[config.mk]
export PLATFORM = sky130hd
export DESIGN_NAME = bcs_seq_ctrl_flat
export DESIGN_NICKNAME = d
export VERILOG_FILES = /design/src/rtl/bcs_seq_ctrl_if.sv /design/src/rtl/bcs_seq_ctrl.sv /design/src/flat_wrapper.sv
export SDC_FILE = /design/constraint.sdc
export NUM_CORES = 1
export LEC_CHECK = 0
export BUFFER_PORTS_ARGS = -buffer_cell sky130_fd_sc_hd__buf_2
export CAP_MARGIN = 0
export CORE_MARGIN = 2
export CORE_UTILIZATION = 34
export CTS_BUF_LIST = sky130_fd_sc_hd__clkbuf_16
export CTS_CLUSTER_SIZE = 10
export DETAILED_ROUTE_END_ITERATION = 7
export HOLD_SLACK_MARGIN = 0.05
export SYNTH_ARGS = -nofsm -noshare
export SYNTH_HDL_FRONTEND = slang
export SYNTH_SLANG_ARGS = --single-unit
[constraint.sdc]
create_clock -name i_clk -period 3.1 [get_ports i_clk]
set_input_delay 0.155 -clock i_clk [delete_from_list [all_inputs] [get_ports i_clk]]
set_output_delay 0.155 -clock i_clk [all_outputs]
set_load 0.02 [all_outputs]
[src/rtl/bcs_seq_ctrl_if.sv]
// Requester and slice signals for bcs_seq_ctrl. The slave modport is the sequencer side,
// the master modport is the side that drives requests and hosts the comparator slice.
interface bcs_seq_ctrl_if #(
  parameter int NBYTES = 4
);
  logic                  start;
  logic [8*NBYTES-1:0]   op_a;
  logic [8*NBYTES-1:0]   op_b;
  logic [7:0]            slice_a;
  logic [7:0]            slice_b;
  logic                  slice_eq;
  logic                  slice_gt;
  logic                  slice_EQ;
  logic                  slice_GT;
  logic                  busy;
  logic                  done;
  logic                  eq_out;
  logic                  gt_out;
  logic                  lt_out;

  modport master (
    output start, op_a, op_b, slice_EQ, slice_GT,
    input  slice_a, slice_b, slice_eq, slice_gt, busy, done, eq_out, gt_out, lt_out
  );

  modport slave (
    input  start, op_a, op_b, slice_EQ, slice_GT,
    output slice_a, slice_b, slice_eq, slice_gt, busy, done, eq_out, gt_out, lt_out
  );
endinterface

[src/rtl/bcs_seq_ctrl.sv]
// Byte-serial wide unsigned compare through one external BCS8bit slice, MSB byte first.
// Defining BCS_SEQ_EARLY_EXIT_EN ends the sequence at the first differing byte.
module bcs_seq_ctrl #(
  parameter int NBYTES = 4,
  parameter int IW     = (NBYTES > 1) ? $clog2(NBYTES) : 1
) (
  input  logic          i_clk,
  input  logic          i_rst,
  bcs_seq_ctrl_if.slave io_bus
);
  // state   | meaning
  // IDLE    | waiting for start
  // COMPARE | one byte pair per cycle through the slice
  // DONE    | one-cycle done pulse, results registered on entry
  localparam logic [1:0] S_IDLE    = 2'd0;
  localparam logic [1:0] S_COMPARE = 2'd1;
  localparam logic [1:0] S_DONE    = 2'd2;

  localparam logic [IW-1:0] IDX_LAST = IW'(NBYTES - 1);
  localparam logic [IW-1:0] IDX_ONE  = IW'(1);

  logic [1:0]          r_state;
  logic [8*NBYTES-1:0] r_op_a;
  logic [8*NBYTES-1:0] r_op_b;
  logic [IW-1:0]       r_idx;
  logic                r_casc_eq;
  logic                r_casc_gt;
  logic                r_done;
  logic                r_eq;
  logic                r_gt;
  logic                r_lt;
  logic                w_last;
  logic [IW+2:0]       w_bit;

  assign w_bit = {r_idx, 3'b000};

`ifdef BCS_SEQ_EARLY_EXIT_EN
  // Once a byte differs the cascade eq is 0 and GT can no longer change.
  assign w_last = (r_idx == '0) || !io_bus.slice_EQ;
`else
  assign w_last = (r_idx == '0);
`endif

  always_ff @(posedge i_clk or posedge i_rst) begin
    if (i_rst) begin
      r_state   <= S_IDLE;
      r_op_a    <= '0;
      r_op_b    <= '0;
      r_idx     <= IDX_LAST;
      r_casc_eq <= 1'b1;
      r_casc_gt <= 1'b0;
      r_done    <= 1'b0;
      r_eq      <= 1'b0;
      r_gt      <= 1'b0;
      r_lt      <= 1'b0;
    end else begin
      case (r_state)
        S_IDLE: begin
          r_done <= 1'b0;
          if (io_bus.start) begin
            r_op_a    <= io_bus.op_a;
            r_op_b    <= io_bus.op_b;
            r_idx     <= IDX_LAST;
            r_casc_eq <= 1'b1;
            r_casc_gt <= 1'b0;
            r_eq      <= 1'b0;
            r_gt      <= 1'b0;
            r_lt      <= 1'b0;
            r_state   <= S_COMPARE;
          end
        end
        S_COMPARE: begin
          r_casc_eq <= io_bus.slice_EQ;
          r_casc_gt <= io_bus.slice_GT;
          if (w_last) begin
            // Results come straight from the slice so they appear with the done pulse.
            r_done  <= 1'b1;
            r_eq    <= io_bus.slice_EQ;
            r_gt    <= io_bus.slice_GT;
            r_lt    <= ~io_bus.slice_EQ & ~io_bus.slice_GT;
            r_state <= S_DONE;
          end else begin
            r_idx <= r_idx - IDX_ONE;
          end
        end
        S_DONE: begin
          r_done  <= 1'b0;
          r_state <= S_IDLE;
        end
        default: begin
          r_done  <= 1'b0;
          r_state <= S_IDLE;
        end
      endcase
    end
  end

  assign io_bus.slice_a  = r_op_a[w_bit +: 8];
  assign io_bus.slice_b  = r_op_b[w_bit +: 8];
  assign io_bus.slice_eq = r_casc_eq;
  assign io_bus.slice_gt = r_casc_gt;
  assign io_bus.busy     = (r_state == S_COMPARE);
  assign io_bus.done     = r_done;
  assign io_bus.eq_out   = r_eq;
  assign io_bus.gt_out   = r_gt;
  assign io_bus.lt_out   = r_lt;
endmodule

[src/flat_wrapper.sv]
// flat-port wrapper written by rule: the top's interface ports become plain ports
module bcs_seq_ctrl_flat 
#(
  parameter int NBYTES = 4,
  parameter int IW     = (NBYTES > 1) ? $clog2(NBYTES) : 1
)
  (i_clk, i_rst, io_bus_start, io_bus_op_a, io_bus_op_b, io_bus_slice_EQ, io_bus_slice_GT, io_bus_slice_a, io_bus_slice_b, io_bus_slice_eq, io_bus_slice_gt, io_bus_busy, io_bus_done, io_bus_eq_out, io_bus_gt_out, io_bus_lt_out);
  bcs_seq_ctrl_if #(.NBYTES(NBYTES)) io_bus_i ();
  input  logic i_clk;
  input  logic i_rst;
  input wire logic [$bits(io_bus_i.start)-1:0] io_bus_start;
  input wire logic [$bits(io_bus_i.op_a)-1:0] io_bus_op_a;
  input wire logic [$bits(io_bus_i.op_b)-1:0] io_bus_op_b;
  input wire logic [$bits(io_bus_i.slice_EQ)-1:0] io_bus_slice_EQ;
  input wire logic [$bits(io_bus_i.slice_GT)-1:0] io_bus_slice_GT;
  output wire logic [$bits(io_bus_i.slice_a)-1:0] io_bus_slice_a;
  output wire logic [$bits(io_bus_i.slice_b)-1:0] io_bus_slice_b;
  output wire logic [$bits(io_bus_i.slice_eq)-1:0] io_bus_slice_eq;
  output wire logic [$bits(io_bus_i.slice_gt)-1:0] io_bus_slice_gt;
  output wire logic [$bits(io_bus_i.busy)-1:0] io_bus_busy;
  output wire logic [$bits(io_bus_i.done)-1:0] io_bus_done;
  output wire logic [$bits(io_bus_i.eq_out)-1:0] io_bus_eq_out;
  output wire logic [$bits(io_bus_i.gt_out)-1:0] io_bus_gt_out;
  output wire logic [$bits(io_bus_i.lt_out)-1:0] io_bus_lt_out;
  assign io_bus_i.start = io_bus_start;
  assign io_bus_i.op_a = io_bus_op_a;
  assign io_bus_i.op_b = io_bus_op_b;
  assign io_bus_i.slice_EQ = io_bus_slice_EQ;
  assign io_bus_i.slice_GT = io_bus_slice_GT;
  assign io_bus_slice_a = io_bus_i.slice_a;
  assign io_bus_slice_b = io_bus_i.slice_b;
  assign io_bus_slice_eq = io_bus_i.slice_eq;
  assign io_bus_slice_gt = io_bus_i.slice_gt;
  assign io_bus_busy = io_bus_i.busy;
  assign io_bus_done = io_bus_i.done;
  assign io_bus_eq_out = io_bus_i.eq_out;
  assign io_bus_gt_out = io_bus_i.gt_out;
  assign io_bus_lt_out = io_bus_i.lt_out;
  bcs_seq_ctrl #(.NBYTES(NBYTES), .IW(IW)) u_core (.i_clk(i_clk), .i_rst(i_rst), .io_bus(io_bus_i));
endmodule
Yosys cells after proc, flatten, opt, wreduce, memory -nomap -nowiden
Cells that the tools add are included.

Add/sub/neg operators: 1. Eq/ne operators: 4. Shift operators: 2. Mux-type cells: 18. Bitwise logic cells: 3. Reductions and logical operators: 8.

Operator list (number): 32-bit by 6-bit variable part select with 8-bit output (2); 1-bit case mux with 2 select lines (5); 2-bit 2-to-1 mux (4); 2-bit case mux with 2 select lines (2); 1-bit 2-to-1 mux (7); 2-bit AND reduction (3); 3-bit AND reduction (2); 2-bit logical NOT (2); 2-bit != test, second input constant (2); 2-bit by 1-bit equality test with 1-bit output, second input constant (1); 2-bit by 1-bit != test with 1-bit output, second input constant (1); 1-bit inverter (2); 2-bit nonzero test (1); 2-bit by 1-bit subtractor with 2-bit output, second input constant (1); 1-bit AND (1).

Register bits: 74. Input port bits: 69. Output and inout bits: 23.

Longest topological paths before layout
Word-level depth: 4. Gate-level depth with buffers: 8. Gate-level depth less buffers: 5.

Worst setup path before layout
No wires, ideal clock.

Path kind: register -> register. Start: register u_core.r_idx[0]. End: register u_core.r_idx[1]. Setup time: 0.082 ns. Arrival: 1.720 ns. Required time: 3.018 ns. Slack: 1.299 ns. Stages on the path, launching flop included: 8. Buffers on the path: 2. Path through: dfstp_2 -> buf_4 -> buf_4 -> inv_1 -> ha_1 -> nor3b_1 -> nor2_1 -> a22oi_1.

Cells in the longest elaborated chain, start to end: 3. Elaborated cells between the ends (all ways): 6.

RTL lines: from (decl) (line bcs_seq_ctrl.sv:25) `logic [IW-1:0] r_idx;`; from (signal assigned) (line bcs_seq_ctrl.sv:83) `r_idx <= r_idx - IDX_ONE;`; 2-bit by 1-bit subtractor with 2-bit output or 2-bit logical NOT (tied branches) (line bcs_seq_ctrl.sv:83, bcs_seq_ctrl.sv:41); 2-bit 2-to-1 mux or 2-bit != test (tied branches); 2-bit case mux with 2 select lines or 3-bit AND reduction (tied branches).

Several ways; a longest one is shown, not always the timed one. The select of a mux whose other input is x is not followed. A chain may end at the register's enable or synchronous reset.

Worst setup path in the final report
Start: register u_core.r_idx[0]. End: output io_bus_slice_a[3].

Cells in the longest elaborated chain, start to end: 1.

RTL lines: 32-bit by 6-bit variable part select with 8-bit output (line bcs_seq_ctrl.sv:98) `assign io_bus.slice_a = r_op_a[w_bit +: 8];`; to (decl) (line flat_wrapper.sv:16) `output wire logic [$bits(io_bus_i.slice_a)-1:0] io_bus_slice_a;`.

Every way passes these cells.

==> qor.log <==
INFO  status         outcome=completed
INFO  cts            postCtsSetupBuffers=0
INFO  cells_and_area filler_cells_inserted=834
INFO  cells_and_area flow.area_growth_from_synthesis=34.6%
INFO  sta            period_share=72.8%
INFO  routing        route.vias.total=2020
INFO  cells_and_area final_layout_size_suffix_gt1_share=52.5%
INFO  synthesis      synth_fp_nets=263
INFO  global_routing grt_first_pass_wirelength=10.3mm
INFO  floorplan      floorplan.io_pins=92
INFO  setup_path     setup.worst_path.class=reg -> out
INFO  cts            clock_latency=0.32ns
INFO  sta            maxSlewViolCount=0
INFO  sta            fmax=443MHz
INFO  cells_and_area layout.cell_area.non_filler=4280squm
INFO  setup_path     worst_setup_path_start_kind=flop
INFO  floorplan      design.core.area=9150squm
INFO  floorplan      std_cell_rows=35
INFO  synthesis      synth-compound-area-share=1.65%
INFO  placed_design  dpl.hpwl=4.35mm
INFO  synthesis      synth_area_leaders=sky130_fd_sc_hd__dfrtp_1 56%, sky130_fd_sc_hd__mux2_2 13%, sky130_fd_sc_hd__mux4_2 11%, sky130_fd_sc_hd__mux2_1 9.9%, sky130_fd_sc_hd__dfstp_2 2.5%
INFO  synthesis      netlist_instances=193
INFO  global_routing grt_max_degree=38
INFO  cts            number_of_buffers_on_the_longest_clock_path=2
INFO  min_path       holdPathStages=2
INFO  synthesis      yosysSeqAreaShare=58.4%
INFO  synthesis      synth_enable_flop_cells=0
INFO  sta            layout_min_cycle_time=2.26ns
INFO  routing        routed_wl=6.27mm
INFO  synthesis      syn-mean-instance-area=16.5squm
INFO  floorplan      die_span_y=101um
INFO  routing        route.detailed.drc=0
INFO  cells_and_area finalCoreUtilization=46.8%
INFO  synthesis      synth_xor_area_share=0%
INFO  synthesis      yosys.area.top_type=sky130_fd_sc_hd__dfrtp_1
INFO  cells_and_area design.final.nets=382
INFO  routing        detail_route.first_pass.iterations=4
INFO  synthesis      synth_seq_cells=74
INFO  synthesis      synth.distinct_cells=23
INFO  pwr            power.density_cell_area=1090nW/um^2
INFO  cts            clock_tree.root_cell=sky130_fd_sc_hd__clkbuf_16
INFO  placed_design  post_dp_cell_area=3730squm
INFO  setup_path     number_of_cells_on_the_worst_reg_to_reg_path=5
INFO  sta            fin_worst_hold_slack=0.0602ns
INFO  setup_path     critical_path.max_fanout=14
INFO  synthesis      netlist.area_leader.share=55.9%
INFO  synthesis      synth-simple-area-share=2.32%
INFO  routing        drt_iter0_drc=65
INFO  floorplan      design.die.area=10100squm
INFO  placed_design  finalWeightedCongestion=0.689
INFO  cells_and_area sequential_cell_area=1860squm
INFO  sta            final.setup_skew=0.00754ns
INFO  flow_run       max_cap_viol_count=0
INFO  global_routing grt_overflow=0
INFO  cells_and_area combined_area_of_the_multi_input_logic_cells=1230squm
INFO  sta            final.setup.tns=0ns
INFO  global_routing antenna_found_initial=0
INFO  routing        final_antenna_violating_net_count=0
INFO  synthesis      post_synth_fa_ha_maj_area_fraction=0.394%
INFO  global_routing grt_util_all_layers=13.3%
INFO  sta            relSlewSlack=65.0%
INFO  setup_path     required_time_at_the_worst_slack_endpoint=2.94ns
INFO  global_routing via_count_of_the_first_global_routing_pass=2186
INFO  floorplan      dieWidth=101um
INFO  setup_path     cp.arrival=2.10ns
INFO  placed_design  placed_cells=388
INFO  synthesis      synth.most_common_cell=sky130_fd_sc_hd__dfrtp_1
INFO  floorplan      initial_core_util=34.7%
INFO  sta            max_slew.worst_pin.slew=0.525ns
INFO  cts            numCtsBuffers=9
INFO  synthesis      postSynth.asyncResetShare=100%
INFO  synthesis      synth.cell_area=3180squm
INFO  cts            htreeDepth=3
INFO  pwr            leakagePower=0.00196uW
INFO  placed_design  numPortBuffers=91
INFO  synthesis      synth.area.mux_share=34.0%
INFO  cts            cts_tree=yes
INFO  cts            clkSinkCount=74
INFO  cells_and_area antenna_cells_inserted=0
INFO  setup_path     setup.worst_path.end_class=output port
INFO  min_path       hold_path.class=in -> reg
INFO  sta            finalSetupViolations=0
INFO  routing        avgViaCountPerCell=4.73
INFO  synthesis      netlist_top_cells_count=71 x sky130_fd_sc_hd__dfrtp_1, 36 x sky130_fd_sc_hd__mux2_2, 28 x sky130_fd_sc_hd__mux2_1
INFO  routing        route.detailed.wl_per_inst=14.7um
INFO  cts            cts.reportedPaths.clkPinSlew=0.06ns
INFO  synthesis      synth_top_family_by_area=multiplexers
INFO  pwr            worst_ir_drop_vdd=0.512mV
INFO  synthesis      yosys_warnings=0
INFO  sta            hold_viol_final=0
INFO  synthesis      yosys_most_used_dff=sky130_fd_sc_hd__dfrtp_1
INFO  cells_and_area final_cell_count_no_fill=427
INFO  sta            unrepaired_setup_endpoints_after_global_routing=no
-- cell usage in the layout, fill, tap and decap left out --
| cell | count |
|---|---|
| sky130_fd_sc_hd__nor2_1 | 7 |
| sky130_fd_sc_hd__dlygate4sd3_1 | 24 |
| sky130_fd_sc_hd__dfrtp_1 | 71 |
| sky130_fd_sc_hd__a21oi_1 | 1 |
| sky130_fd_sc_hd__o21ai_0 | 1 |
| sky130_fd_sc_hd__nand2b_1 | 1 |
| sky130_fd_sc_hd__nand2_1 | 2 |
| sky130_fd_sc_hd__and3b_1 | 1 |
| sky130_fd_sc_hd__buf_2 | 91 |
| sky130_fd_sc_hd__nor3b_1 | 1 |
| sky130_fd_sc_hd__dfstp_2 | 3 |
| sky130_fd_sc_hd__clkinv_1 | 2 |
| sky130_fd_sc_hd__ha_1 | 1 |
| sky130_fd_sc_hd__inv_2 | 1 |
| sky130_fd_sc_hd__clkinvlp_4 | 2 |
| sky130_fd_sc_hd__nor3_1 | 1 |
| sky130_fd_sc_hd__a22oi_1 | 1 |
| sky130_fd_sc_hd__mux2_1 | 28 |
| sky130_fd_sc_hd__inv_1 | 4 |
| sky130_fd_sc_hd__nor3b_4 | 1 |
| sky130_fd_sc_hd__mux2_2 | 36 |
| sky130_fd_sc_hd__bufinv_16 | 2 |
| sky130_fd_sc_hd__mux4_2 | 16 |
| sky130_fd_sc_hd__o22a_1 | 1 |
| sky130_fd_sc_hd__buf_4 | 5 |
| sky130_fd_sc_hd__a22o_1 | 3 |
| sky130_fd_sc_hd__clkbuf_16 | 9 |
-- logic make-up after synthesis --
group	count (synthesis)
mux	80
flops	74
buf+inv	17
simple gates	14
compound gates	7
fa+ha+maj	1
-- stage by stage --
| stage | worst slack (ns) | power [uW] |
|---|---|---|
| final | 0.843 | 4650 |
| after global routing | 0.680 | 4950 |
| after CTS | 0.759 | 4730 |
| after detailed placement | 1.11 | 3620 |
| after global placement | 1.12 | 3570 |
| after floorplan | 1.07 | 3120 |
-- worst paths after layout --
kind | startpoint | endpoint | slack (ns)
worst max-delay path | u_core.r_idx[0] | io_bus_slice_a[3] | 0.84
worst min-delay path | io_bus_op_b[11] | u_core.r_op_b[11] | 0.06
worst max register to register | u_core.r_idx[1] | u_core.r_idx[1] | 1.15
worst min register to register | u_core.r_op_b[22] | u_core.r_op_b[22] | 0.48
max in group asynchronous | i_rst | u_core.r_idx[1] | 1.97
min in group asynchronous | i_rst | u_core.r_op_a[16] | 0.36
-- power breakdown --
group          switching (uW)  leakage (uW)  total, uW  internal (uW)
Sequential                324      0.000876       1800           1480
Clock                     369      0.000143       1060            694
Combinational             811      0.000936       1790            976
-- timing repair --
action | in CTS | in global routing
hold buffers | 23 | 1
resized for setup | 0 | 0
setup endpoints to repair | 0 | 0
endpoints found under the hold margin | 38 | 1
-- worst max-delay path, stage by stage (launching register included) --
cell and delay (ns):
sky130_fd_sc_hd__dfstp_2 0.82, sky130_fd_sc_hd__buf_4 0.28, sky130_fd_sc_hd__mux4_2 0.51, sky130_fd_sc_hd__buf_2 0.17
-- state kept, by name, indices dropped and copies added, names as in the netlist --
name and count:
u_core.io_bus.done 1, u_core.r_op_a 32, u_core.io_bus.gt_out 1, u_core.io_bus.slice_eq 1, u_core.r_op_b 32, u_core.r_idx 2, u_core.io_bus.lt_out 1, u_core.r_state 2
u_core.io_bus.eq_out 1, u_core.io_bus.slice_gt 1
-- final cells by class --
| cell class | instances | area share, % |
|---|---|---|
| clock inverter | 6 | 1.93 |
| sequential | 74 | 43.3 |
| clock buffer | 9 | 5.26 |
| inverter | 5 | 0.438 |
| tap | 111 | 3.24 |
| multi-input combinational | 102 | 28.6 |
| timing repair buffer | 120 | 17.1 |
-- routing by layer --
layer | up-vias | part of all wire (%) | global-route usage (%)
li1 | 950 | - | -
met1 | 1011 | 44 | 16.3
met2 | 55 | 48 | 21.2
met3 | 4 | 7.1 | 5.55
met4 | 0 | 0.73 | 4.43
met5 | - | 0 | 0
No activity file was read; power rests on OpenSTA's default activity.
